`config.mk`:
```
export PLATFORM = sky130hd
export DESIGN_NAME = div_seq_ctrl_flat
export DESIGN_NICKNAME = d
export VERILOG_FILES = /design/src/rtl/div_seq_ctrl_if.sv /design/src/rtl/div_seq_ctrl.sv /design/src/flat_wrapper.sv
export SDC_FILE = /design/constraint.sdc
export NUM_CORES = 1
export LEC_CHECK = 0
export ABC_AREA = 0
export CAP_MARGIN = 20
export CELL_PAD_IN_SITES_DETAIL_PLACEMENT = 1
export CELL_PAD_IN_SITES_GLOBAL_PLACEMENT = 2
export CORE_MARGIN = 1.5
export CORE_UTILIZATION = 31
export DETAILED_ROUTE_END_ITERATION = 8
export PLACE_DENSITY_LB_ADDON = 0.1
export SLEW_MARGIN = 20
export SYNTH_ARGS = -nofsm -noshare
export SYNTH_HDL_FRONTEND = slang
export SYNTH_SLANG_ARGS = --single-unit
```
`constraint.sdc`:
```
create_clock -name clock -period 5.1 [get_ports clock]
set_clock_uncertainty 0.15 [all_clocks]
set_input_delay 1.02 -clock clock [delete_from_list [all_inputs] [get_ports clock]]
set_output_delay 1.02 -clock clock [all_outputs]
set_load 0.01 [all_outputs]
```
`src/rtl/div_seq_ctrl_if.sv`:
```
`default_nettype none
// ============================================================================
// Module   : div_seq_ctrl_if
// Purpose  : Handshake and operand/result bundle between the CPU control unit
//            (master) and the sequential divide controller (slave).
// Signals  : start, signed_op, dividend, divisor      master -> slave
//            busy, done, div_by_zero, quotient,
//            remainder                                slave -> master
// Revision : 1.0  initial release
// ============================================================================
interface div_seq_ctrl_if #(
    parameter int WIDTH = 32
);
    logic             start;
    logic             signed_op;
    logic [WIDTH-1:0] dividend;
    logic [WIDTH-1:0] divisor;
    logic             busy;
    logic             done;
    logic             div_by_zero;
    logic [WIDTH-1:0] quotient;
    logic [WIDTH-1:0] remainder;

    modport master (
        output start, signed_op, dividend, divisor,
        input  busy, done, div_by_zero, quotient, remainder
    );

    modport slave (
        input  start, signed_op, dividend, divisor,
        output busy, done, div_by_zero, quotient, remainder
    );
endinterface
`default_nettype wire

```
`src/rtl/div_seq_ctrl.sv`:
```
`default_nettype none
// ============================================================================
// Module   : div_seq_ctrl
// Purpose  : Multi-cycle divider for the DIV instruction. Runs a one-bit-per-
//            cycle non-restoring division on operand magnitudes over WIDTH
//            iterations, then restores the remainder and applies signs.
//            A zero divisor short-circuits straight to DONE.
// Ports    : clock  - system clock, rising edge
//            clear  - synchronous active-high reset
//            bus    - div_seq_ctrl_if.slave (start/busy/done handshake,
//                     operands in, quotient/remainder/div_by_zero out)
// Revision : 1.0  initial release
// ============================================================================
module div_seq_ctrl #(
    parameter int WIDTH = 32
) (
    input  wire logic     clock,
    input  wire logic     clear,
    div_seq_ctrl_if.slave bus
);

    localparam int c_cnt_w = (WIDTH > 1) ? $clog2(WIDTH) : 1;
    localparam logic [c_cnt_w-1:0] c_last_iter = c_cnt_w'(WIDTH - 1);

    typedef enum logic [1:0] {
        S_IDLE = 2'd0,
        S_ITER = 2'd1,
        S_FIX  = 2'd2,
        S_DONE = 2'd3
    } state_t;

    state_t             state_q,     state_d;
    logic [WIDTH:0]     p_q,         p_d;          // signed partial remainder
    logic [WIDTH-1:0]   q_q,         q_d;          // quotient bits being built
    logic [WIDTH-1:0]   d_q,         d_d;          // |divisor|
    logic [c_cnt_w-1:0] count_q,     count_d;
    logic               q_neg_q,     q_neg_d;
    logic               r_neg_q,     r_neg_d;
    logic [WIDTH-1:0]   quotient_q,  quotient_d;
    logic [WIDTH-1:0]   remainder_q, remainder_d;
    logic               dbz_q,       dbz_d;

    logic [WIDTH-1:0]   w_dvd_abs;
    logic [WIDTH-1:0]   w_dvs_abs;
    logic [WIDTH:0]     w_shift_p;
    logic [WIDTH:0]     w_iter_p;
    logic [WIDTH-1:0]   w_fix_lo;

    // Magnitudes: only negate when the operation is signed and the MSB is set,
    // so unsigned operands with MSB set pass through untouched.
    assign w_dvd_abs = (bus.signed_op && bus.dividend[WIDTH-1]) ? -bus.dividend : bus.dividend;
    assign w_dvs_abs = (bus.signed_op && bus.divisor[WIDTH-1])  ? -bus.divisor  : bus.divisor;

    // One non-restoring step: shift {P,Q} left, then add or subtract the
    // divisor depending on the sign P had before the shift.
    assign w_shift_p = {p_q[WIDTH-1:0], q_q[WIDTH-1]};
    assign w_iter_p  = p_q[WIDTH] ? (w_shift_p + {1'b0, d_q}) : (w_shift_p - {1'b0, d_q});

    // Final restore; only the low WIDTH bits are needed, so the add is done
    // at WIDTH bits (the result is non-negative after restore).
    assign w_fix_lo  = p_q[WIDTH] ? (p_q[WIDTH-1:0] + d_q) : p_q[WIDTH-1:0];

    always_comb begin
        state_d     = state_q;
        p_d         = p_q;
        q_d         = q_q;
        d_d         = d_q;
        count_d     = count_q;
        q_neg_d     = q_neg_q;
        r_neg_d     = r_neg_q;
        quotient_d  = quotient_q;
        remainder_d = remainder_q;
        dbz_d       = dbz_q;

        case (state_q)
            S_IDLE: begin
                if (bus.start) begin
                    if (bus.divisor == '0) begin
                        quotient_d  = '1;
                        remainder_d = bus.dividend;
                        dbz_d       = 1'b1;
                        state_d     = S_DONE;
                    end else begin
                        d_d     = w_dvs_abs;
                        q_d     = w_dvd_abs;
                        p_d     = '0;
                        count_d = '0;
                        q_neg_d = bus.signed_op & (bus.dividend[WIDTH-1] ^ bus.divisor[WIDTH-1]);
                        r_neg_d = bus.signed_op & bus.dividend[WIDTH-1];
                        dbz_d   = 1'b0;
                        state_d = S_ITER;
                    end
                end
            end
            S_ITER: begin
                p_d     = w_iter_p;
                q_d     = {q_q[WIDTH-2:0], ~w_iter_p[WIDTH]};
                count_d = count_q + 1'b1;
                if (count_q == c_last_iter) begin
                    state_d = S_FIX;
                end
            end
            S_FIX: begin
                p_d         = {1'b0, w_fix_lo};
                quotient_d  = q_neg_q ? -q_q : q_q;
                remainder_d = r_neg_q ? -w_fix_lo : w_fix_lo;
                state_d     = S_DONE;
            end
            S_DONE: begin
                state_d = S_IDLE;
            end
            default: begin
                state_d = S_IDLE;
            end
        endcase
    end

    always_ff @(posedge clock) begin
        if (clear) begin
            state_q     <= S_IDLE;
            p_q         <= '0;
            q_q         <= '0;
            d_q         <= '0;
            count_q     <= '0;
            q_neg_q     <= 1'b0;
            r_neg_q     <= 1'b0;
            quotient_q  <= '0;
            remainder_q <= '0;
            dbz_q       <= 1'b0;
        end else begin
            state_q     <= state_d;
            p_q         <= p_d;
            q_q         <= q_d;
            d_q         <= d_d;
            count_q     <= count_d;
            q_neg_q     <= q_neg_d;
            r_neg_q     <= r_neg_d;
            quotient_q  <= quotient_d;
            remainder_q <= remainder_d;
            dbz_q       <= dbz_d;
        end
    end

    assign bus.busy        = (state_q != S_IDLE);
    assign bus.done        = (state_q == S_DONE);
    assign bus.div_by_zero = dbz_q;
    assign bus.quotient    = quotient_q;
    assign bus.remainder   = remainder_q;

endmodule
`default_nettype wire

```
`src/flat_wrapper.sv`:
```
// flat-port wrapper written by rule: the top's interface ports become plain ports
module div_seq_ctrl_flat 
#(
    parameter int WIDTH = 32
)
  (clock, clear, bus_start, bus_signed_op, bus_dividend, bus_divisor, bus_busy, bus_done, bus_div_by_zero, bus_quotient, bus_remainder);
  div_seq_ctrl_if #(.WIDTH(WIDTH)) bus_i ();
  input  wire logic clock;
  input  wire logic clear;
  input wire logic [$bits(bus_i.start)-1:0] bus_start;
  input wire logic [$bits(bus_i.signed_op)-1:0] bus_signed_op;
  input wire logic [$bits(bus_i.dividend)-1:0] bus_dividend;
  input wire logic [$bits(bus_i.divisor)-1:0] bus_divisor;
  output wire logic [$bits(bus_i.busy)-1:0] bus_busy;
  output wire logic [$bits(bus_i.done)-1:0] bus_done;
  output wire logic [$bits(bus_i.div_by_zero)-1:0] bus_div_by_zero;
  output wire logic [$bits(bus_i.quotient)-1:0] bus_quotient;
  output wire logic [$bits(bus_i.remainder)-1:0] bus_remainder;
  assign bus_i.start = bus_start;
  assign bus_i.signed_op = bus_signed_op;
  assign bus_i.dividend = bus_dividend;
  assign bus_i.divisor = bus_divisor;
  assign bus_busy = bus_i.busy;
  assign bus_done = bus_i.done;
  assign bus_div_by_zero = bus_i.div_by_zero;
  assign bus_quotient = bus_i.quotient;
  assign bus_remainder = bus_i.remainder;
  div_seq_ctrl #(.WIDTH(WIDTH)) u_core (.clock(clock), .clear(clear), .bus(bus_i));
endmodule
```
==> results by group, run 1 <==
Floorplanning
  – CORE AREA: 44,500 um2
  – Area of the die: 46,800 um2
  – I/O pin total: between 100 and 150
  – Die extent in x: 216 um
  – DIE HEIGHT: 216 um
  – Site Rows: 77
  – Starting utilization of the core area: 31.7%

GRT
  – Wire length of the first global-routing pass: about 86,000 um
  – Vias in the first global route: 14,500
  – Leftover overflow at the end of global routing: 0
  – Pin count of the biggest net entering global routing: 75
  – Number of antenna violations at the first check in global routing: 2
  – Met1 track demand over resource: 32.3%
  – Met3 usage in global routing: 2.93%
  – Grt peak-use layer: met2
  – Met2 layer usage reported by global route: roughly two fifths
  – Overall track demand over capacity in global routing: 23.7%

Drt
  – # DRC: 0
  – Post-Route WL: 54,700 um
  – Initial detailed-routing violation count: approximately 830
  – Remaining antenna violation count: 0
  – Mean routed wirelength per cell: ~21 um
  – DR vias/cell: between 5 and 6
  – Total via count in the routed design: ~14,000
  – First-pass detailed-route iteration total: 8

Logic synthesis
  – Synthesized net count: 2,017
  – Most common flop cell mapped by yosys: sky130_fd_sc_hd__dfxtp_1
  – Distinct cells, synth: a little under 90
  – Yosys synthesis warning count: 0
  – Avg Synthesized Cell Area: 7.56 um2
  – Portion of the post-synthesis area used by sequential elements: around a quarter
  – Post-synthesis instance total: 1,866
  – Post-Synthesis Cell Area: between 10,000 and 15,000 um2
  – Ys async rst share: 0%
  – Number of synthesized register bits: 171
  – Number of enable flip-flop cells after synthesis: 0

Final layout
  – Layout cells sized above 1: 8.07%
  – Post-route standard cell area excluding fillers: 17,000 um2
  – Area taken by flip-flops and latches: 3430 um2
  – Top library cells by usage in the layout, fill and taps aside: sky130_fd_sc_hd__nor2_1, sky130_fd_sc_hd__nand2_1, sky130_fd_sc_hd__a21oi_1
  – Number of nets in the final layout: 2,134
  – Area growth, synth to finish: 20.5%
  – Most common cell after layout, fill and taps aside: sky130_fd_sc_hd__nor2_1
  – Finished Core Util: between 30% and 40%
  – Area of the multi-input gates: just over 10,000 um2
  – Count of fill cells added during filler insertion: 5,461
  – Diode insertion count for antenna repair: 0

Clocking
  – Number of hold-repair buffers added at the cts stage: 0
  – Clock H-tree levels: 4
  – Max Root-Sink Buffers: 2
  – CTS buffer count: 17
  – Clock tree from TritonCTS: yes
  – Clock Latency Late Sink: 0.50 ns
  – Post-CTS clock slew at the launch and capture registers of the worst setup and hold paths: 0.07 ns
  – Clock sink count: ~170
  – Root cell of the clock tree: sky130_fd_sc_hd__clkbuf_16

Timing
  – Least-Margin Pin Slew: 1.09 ns
  – Slew Limit Fails: 0
  – Peak Freq: slightly above 200 MHz
  – Relative max-transition margin: between 20 and 30%
  – Crit path setup slack, layout: 0.228 ns
  – Number of setup violations in the final report: 0
  – Number of failing hold endpoints at the final stage: 0
  – RSZ-0062 raised after global routing: yes
  – Crit share post-route: 95.5%
  – Final worst path period need: 4.87 ns

Worst setup path
  – Crit path DAT: 5.13 ns
  – Critical Path Fanout Max: 6
  – Cell with the largest stage delay on the worst path: sky130_fd_sc_hd__or4b_4
  – Capturing element type of the critical path: flip-flop
  – Critical Path, Cell by Cell: ha_1 -> inv_1 -> fa_1 -> nor2b_4 -> o31a_4 -> o21ai_4 -> nand4_1 -> or3b_4 -> or4b_4 -> or4_4 -> or3_4 -> o31ai_1 -> xnor2_1 -> nand2_1 -> a211oi_1
  – Biggest cell delay along the critical path: 0.59 ns
  – Setup CP Type: flip-flop to flip-flop
  – Sum of buffers and inverters on the critical path: 1
  – Type of element launching the critical path: flip-flop
  – Data required time of the worst path: between 5 and 6 ns
  – Crit path max-delay family: simple AND/OR/NAND/NOR gates

Place
  – Cell area after placement: between 15,000 and 20,000 um2
  – HPWL after detailed placement: 41,900 um
  – Dpl ws: 0.0664 ns
  – Count of buffers from port buffering: 134
  – Final Wtd Congestion: 0.875

Run
  – Count of max-cap constraint violations: 0

Pwr
  – Static leakage: 6.43 nW
  – Power density over the cells: 560 nW/um2
  – Max rail drop VDD: just over 400 uV

Run status
  – Outcome: finished clean

Min path
  – Path category of the worst min-delay check: flip-flop to flip-flop
-- sequential cells by signal, summed over array words and instances, names as in the netlist --
name,cells
u_core.r_neg_q,1
u_core.q_q,32
u_core.count_q,5
u_core.q_neg_q,1
u_core.bus.remainder,32
u_core.p_q,33
u_core.bus.div_by_zero,1
u_core.state_q,2
u_core.bus.quotient,32
u_core.d_q,32
-- cells by family (layout without fill, tap and decap cells) --
| logic type | Yosys count | after routing | share of synthesized area [%] |
|---|---|---|---|
| flops | 171 | 171 | 24.3 |
| fa+ha+maj | 83 | 83 | 7.47 |
| xor+xnor | 186 | 186 | 11.6 |
| compound gates | 598 | 598 | 28.2 |
| simple gates | 638 | 638 | 20.8 |
| mux | 34 | 34 | 2.49 |
| buf+inv | 156 | 286 | 5.21 |
-- Yosys cell counts (20+ instances only) --
cell type	number	area, um2
sky130_fd_sc_hd__a211oi_1	65	488
sky130_fd_sc_hd__a21o_1	27	203
sky130_fd_sc_hd__a21oi_1	175	876
sky130_fd_sc_hd__a311oi_1	20	175
sky130_fd_sc_hd__clkbuf_1	86	323
sky130_fd_sc_hd__dfxtp_1	171	3420
sky130_fd_sc_hd__ha_1	81	1010
sky130_fd_sc_hd__inv_1	48	180
sky130_fd_sc_hd__mux2i_1	25	250
sky130_fd_sc_hd__nand2_1	182	683
sky130_fd_sc_hd__nand3_1	35	175
sky130_fd_sc_hd__nor2_1	250	938
sky130_fd_sc_hd__nor3_1	39	195
sky130_fd_sc_hd__o211ai_1	23	173
sky130_fd_sc_hd__o21ai_0	100	500
sky130_fd_sc_hd__o31ai_1	30	225
sky130_fd_sc_hd__xnor2_1	94	823
sky130_fd_sc_hd__xor2_1	92	806
-- per-layer routing --
metal	wire length, um	vias to the layer above
li1	-	7003
met1	26600	6973
met2	25000	233
met3	1530	71
met4	1520	0
met5	0	-
-- worst min-delay path, cell delays in order, from the launching register on --
cell	delay, ns
sky130_fd_sc_hd__dfxtp_1	0.32
sky130_fd_sc_hd__nand2_1	0.05
sky130_fd_sc_hd__a21oi_1	0.05
-- where the power goes --
part | internal [mW] | total [mW] | switching, mW | leakage (nW)
Combinational | 2.36 | 5.93 | 3.57 | 4.74
Clock | 0.796 | 1.47 | 0.678 | 0.295
Sequential | 1.66 | 2.11 | 0.446 | 1.39
Total | 4.82 | 9.51 | 4.69 | 6.43
-- cell type report --
type	instances	share of cell area, %
Inverter	48	1.06
Clock buffer	19	2.61
Timing Repair Buffer	206	11.5
Multi-Input combinational cell	1539	59.2
Sequential cell	171	20.2
Clock inverter	13	1.05
Tap cell	592	4.36
-- metrics by stage --
step	setup TNS [ns]	total power, mW	std cells	hold WS (ns)
3_5_place_dp	0	7.96	2554	0.302
3_3_place_gp	0	7.88	2554	0.292
4_1_cts	0	9.50	2586	0.313
6_report	0	9.51	2588	0.311
5_1_grt	-0.0150	10.3	2588	0.336
2_1_floorplan	0	5.91	1866	0.284
-- repair_timing --
item,in CTS,in global routing
setup endpoints to repair,0,13
resized for setup,0,16
buffers inserted,0,2
-- path summary, 6_finish.rpt --
path                                        start                                    end  slack, ns  cells past startpoint
min reg2reg  u_core.bus.remainder[1]$_SDFFE_PP0P_   u_core.bus.remainder[1]$_SDFFE_PP0P_       0.31                      2
max                    u_core.d_q[0]$_SDFFE_PP0P_  u_core.bus.remainder[29]$_SDFFE_PP0P_       0.23                     15
min          u_core.bus.remainder[1]$_SDFFE_PP0P_   u_core.bus.remainder[1]$_SDFFE_PP0P_       0.31                      2
max reg2reg            u_core.d_q[0]$_SDFFE_PP0P_  u_core.bus.remainder[29]$_SDFFE_PP0P_       0.23                     15
Power figures use the tool's default switching activity.
==> run 2: changes to the inputs <==
--- a/config.mk
+++ b/config.mk
@@ -12,7 +12,9 @@
 export CORE_MARGIN = 1.5
 export CORE_UTILIZATION = 31
 export DETAILED_ROUTE_END_ITERATION = 8
+export GPL_TIMING_DRIVEN = 1
 export PLACE_DENSITY_LB_ADDON = 0.1
+export SETUP_SLACK_MARGIN = 0.02
 export SLEW_MARGIN = 20
 export SYNTH_ARGS = -nofsm -noshare
 export SYNTH_HDL_FRONTEND = slang
==> run 2 against run 1 <==
Count of clock-buffer cells in the layout stayed put; via count barely moved; wire length about the same; critical path type unchanged.
==> results by group, run 2 (synthesized netlist as in run 1, its figures left out) <==
Drt
  – DR vias/cell: 5.52 (about the same)
  – First-pass detailed-route iteration total: 7 (was 8)
  – Post-Route WL: 54,700 um (about the same)
  – Mean routed wirelength per cell: 21.1 um (about the same)
  – Remaining antenna violation count: 0 (unchanged)
  – Initial detailed-routing violation count: 819 (was 833)
  – # DRC: 0 (unchanged)
  – Total via count in the routed design: 14,300 (about the same)

Clocking
  – Clock tree from TritonCTS: yes (unchanged)
  – Clock Latency Late Sink: 0.50 ns (about the same)
  – Root cell of the clock tree: sky130_fd_sc_hd__clkbuf_16 (unchanged)
  – CTS buffer count: 17 (unchanged)
  – Post-CTS clock slew at the launch and capture registers of the worst setup and hold paths: 0.07 ns (about the same)
  – Clock sink count: 171 (unchanged)
  – Max Root-Sink Buffers: 2 (unchanged)
  – Clock H-tree levels: 4 (unchanged)

Final layout
  – Top library cells by usage in the layout, fill and taps aside: sky130_fd_sc_hd__nor2_1, sky130_fd_sc_hd__nand2_1, sky130_fd_sc_hd__a21oi_1 (unchanged)
  – Post-route standard cell area excluding fillers: 17,000 um2 (about the same)
  – Most common cell after layout, fill and taps aside: sky130_fd_sc_hd__nor2_1 (unchanged)
  – Post-Layout Cell Count: 2,588 (unchanged)
  – Area growth, synth to finish: 20.6% (was 20.5%)
  – Diode insertion count for antenna repair: 0 (unchanged)
  – Number of nets in the final layout: 2,134 (unchanged)
  – Largest register FFs: 33 (unchanged)
  – Register ranked first by flip-flop count: u_core.p_q (unchanged)
  – Finished Core Util: 38.2% (about the same)
  – Layout cells sized above 1: 8.22% (was 8.07%)

Floorplanning
  – Starting utilization of the core area: 31.7% (unchanged)
  – Area of the die: 46,800 um2 (unchanged)
  – I/O pin total: 135 (unchanged)
  – DIE HEIGHT: 216 um (unchanged)
  – CORE AREA: 44,500 um2 (unchanged)
  – Die extent in x: 216 um (unchanged)
  – Site Rows: 77 (unchanged)

Place
  – Cell area after placement: 16,300 um2 (unchanged)
  – Final Wtd Congestion: 0.875 (unchanged)
  – Dpl ws: 0.0664 ns (unchanged)
  – HPWL after detailed placement: 41,900 um (unchanged)
  – Count of buffers from port buffering: 134 (unchanged)
  – Placed cell count: 2,554 (unchanged)

Timing
  – Hold slack final: 0.309 ns (was 0.311 ns)
  – Number of setup violations in the final report: 0 (unchanged)
  – Final worst path period need: 4.89 ns (was 4.87 ns)
  – Least-Margin Pin Slew: 1.08 ns (was 1.09 ns)
  – Crit path setup slack, layout: 0.207 ns (was 0.228 ns)
  – Peak Freq: 204 MHz (was 205 MHz)
  – Slew Limit Fails: 0 (unchanged)
  – Setup TNS: 0 ns (unchanged)
  – Relative max-transition margin: 28.3% (was 27.6%)
  – RSZ-0062 raised after global routing: no (was yes)
  – Number of failing hold endpoints at the final stage: 0 (unchanged)
  – Crit share post-route: 95.9% (was 95.5%)

GRT
  – Pin count of the biggest net entering global routing: 75 (unchanged)
  – Overall track demand over capacity in global routing: 23.7% (unchanged)
  – Wire length of the first global-routing pass: 86,000 um (unchanged)
  – Leftover overflow at the end of global routing: 0 (unchanged)
  – Vias in the first global route: 14,500 (unchanged)
  – Number of antenna violations at the first check in global routing: 1 (was 2)

Pwr
  – Power density over the cells: 560 nW/um2 (about the same)
  – Post-route total power: 9.53 mW (was 9.51 mW)
  – Static leakage: 6.44 nW (was 6.43 nW)
  – Max rail drop VDD: 410 uV (was 412 uV)

Worst setup path
  – Crit path DAT: 5.15 ns (was 5.13 ns)
  – Cell with the largest stage delay on the worst path: sky130_fd_sc_hd__or4_4 (was sky130_fd_sc_hd__or4b_4)
  – Capturing element type of the critical path: flip-flop (unchanged)
  – Most common cell type on the critical path: sky130_fd_sc_hd__o31ai_1
  – Critical Path Fanout Max: 5 (was 6)
  – Slack of the worst reg-to-reg path: 0.21 ns (was 0.23 ns)
  – Critical Path, Cell by Cell: buf_4 -> ha_1 -> nor2b_4 -> o31ai_1 -> a21oi_1 -> or3_2 -> nand3_1 -> or4b_4 -> or4_4 -> or3_4 -> o31ai_1 -> xnor2_1 -> nand2_1 -> a211oi_1 (was ha_1 -> inv_1 -> fa_1 -> nor2b_4 -> o31a_4 -> o21ai_4 -> nand4_1 -> or3b_4 -> or4b_4 -> or4_4 -> or3_4 -> o31ai_1 -> xnor2_1 -> nand2_1 -> a211oi_1)
  – Data required time of the worst path: 5.36 ns (about the same)
  – Biggest cell delay along the critical path: 0.59 ns (about the same)
  – Crit path max-delay family: simple AND/OR/NAND/NOR gates (unchanged)
  – Type of element launching the critical path: flip-flop (unchanged)
  – Setup CP Type: flip-flop to flip-flop (unchanged)
  – Sum of buffers and inverters on the critical path: 1 (unchanged)

Run
  – Count of max-cap constraint violations: 0 (unchanged)

Run status
  – Outcome: finished clean (unchanged)

Min path
  – Path category of the worst min-delay check: flip-flop to flip-flop (unchanged)
[run 2: power by group]
| part | switching (mW) | total (mW) | leakage (nW) | internal (mW) |
|---|---|---|---|---|
| Combinational | 3.58 | 5.95 | 4.75 | 2.38 |
| Clock | 0.676 | 1.47 | 0.295 | 0.796 |
| Sequential | 0.448 | 2.11 | 1.40 | 1.66 |
[run 2: worst register-to-register path: cells and delay by family (launching register included)]
kind                     cells  cell delay [ns]
adder cells (fa/ha/maj)      1             0.36
buffers and inverters        1             0.17
AO/OA/AOI/OAI                4             1.23
flip-flops                   1             0.34
XOR/XNOR                     1             0.18
AND/OR/NAND/NOR              7             2.37
[run 2: final timing paths]
kind / start / to / cells after the start
setup reg to reg: u_core.d_q[2]$_SDFFE_PP0P_ / u_core.bus.remainder[29]$_SDFFE_PP0P_ / 14
hold / removal: u_core.bus.remainder[1]$_SDFFE_PP0P_ / u_core.bus.remainder[1]$_SDFFE_PP0P_ / 2
hold reg to reg: u_core.bus.remainder[1]$_SDFFE_PP0P_ / u_core.bus.remainder[1]$_SDFFE_PP0P_ / 2
setup / recovery: u_core.d_q[2]$_SDFFE_PP0P_ / u_core.bus.remainder[29]$_SDFFE_PP0P_ / 14
[run 2: repair_timing]
action	4_1_cts	5_1_grt
resized for setup	0	21
hold buffers	0	0
setup buffers	0	2
setup endpoints to repair	0	13
[run 2: per-layer routing]
metal | part of all wire [%] | up-vias | track usage [%]
met5 | 0 | - | 0
met4 | 2.8 | 0 | 8.98
met3 | 2.9 | 71 | 2.93
met2 | 46 | 226 | 38.1
met1 | 48 | 6995 | 32.3
li1 | - | 7002 | -
[run 2: area by class of cell]
class                      instances  area, um2
fill                            5458      27500
timing repair buffer             206       1960
tap                              592        741
sequential                       171       3430
multi-input combinational       1539      10100
inverter                          48        180
clock inverter                    13        179
clock buffer                      19        443
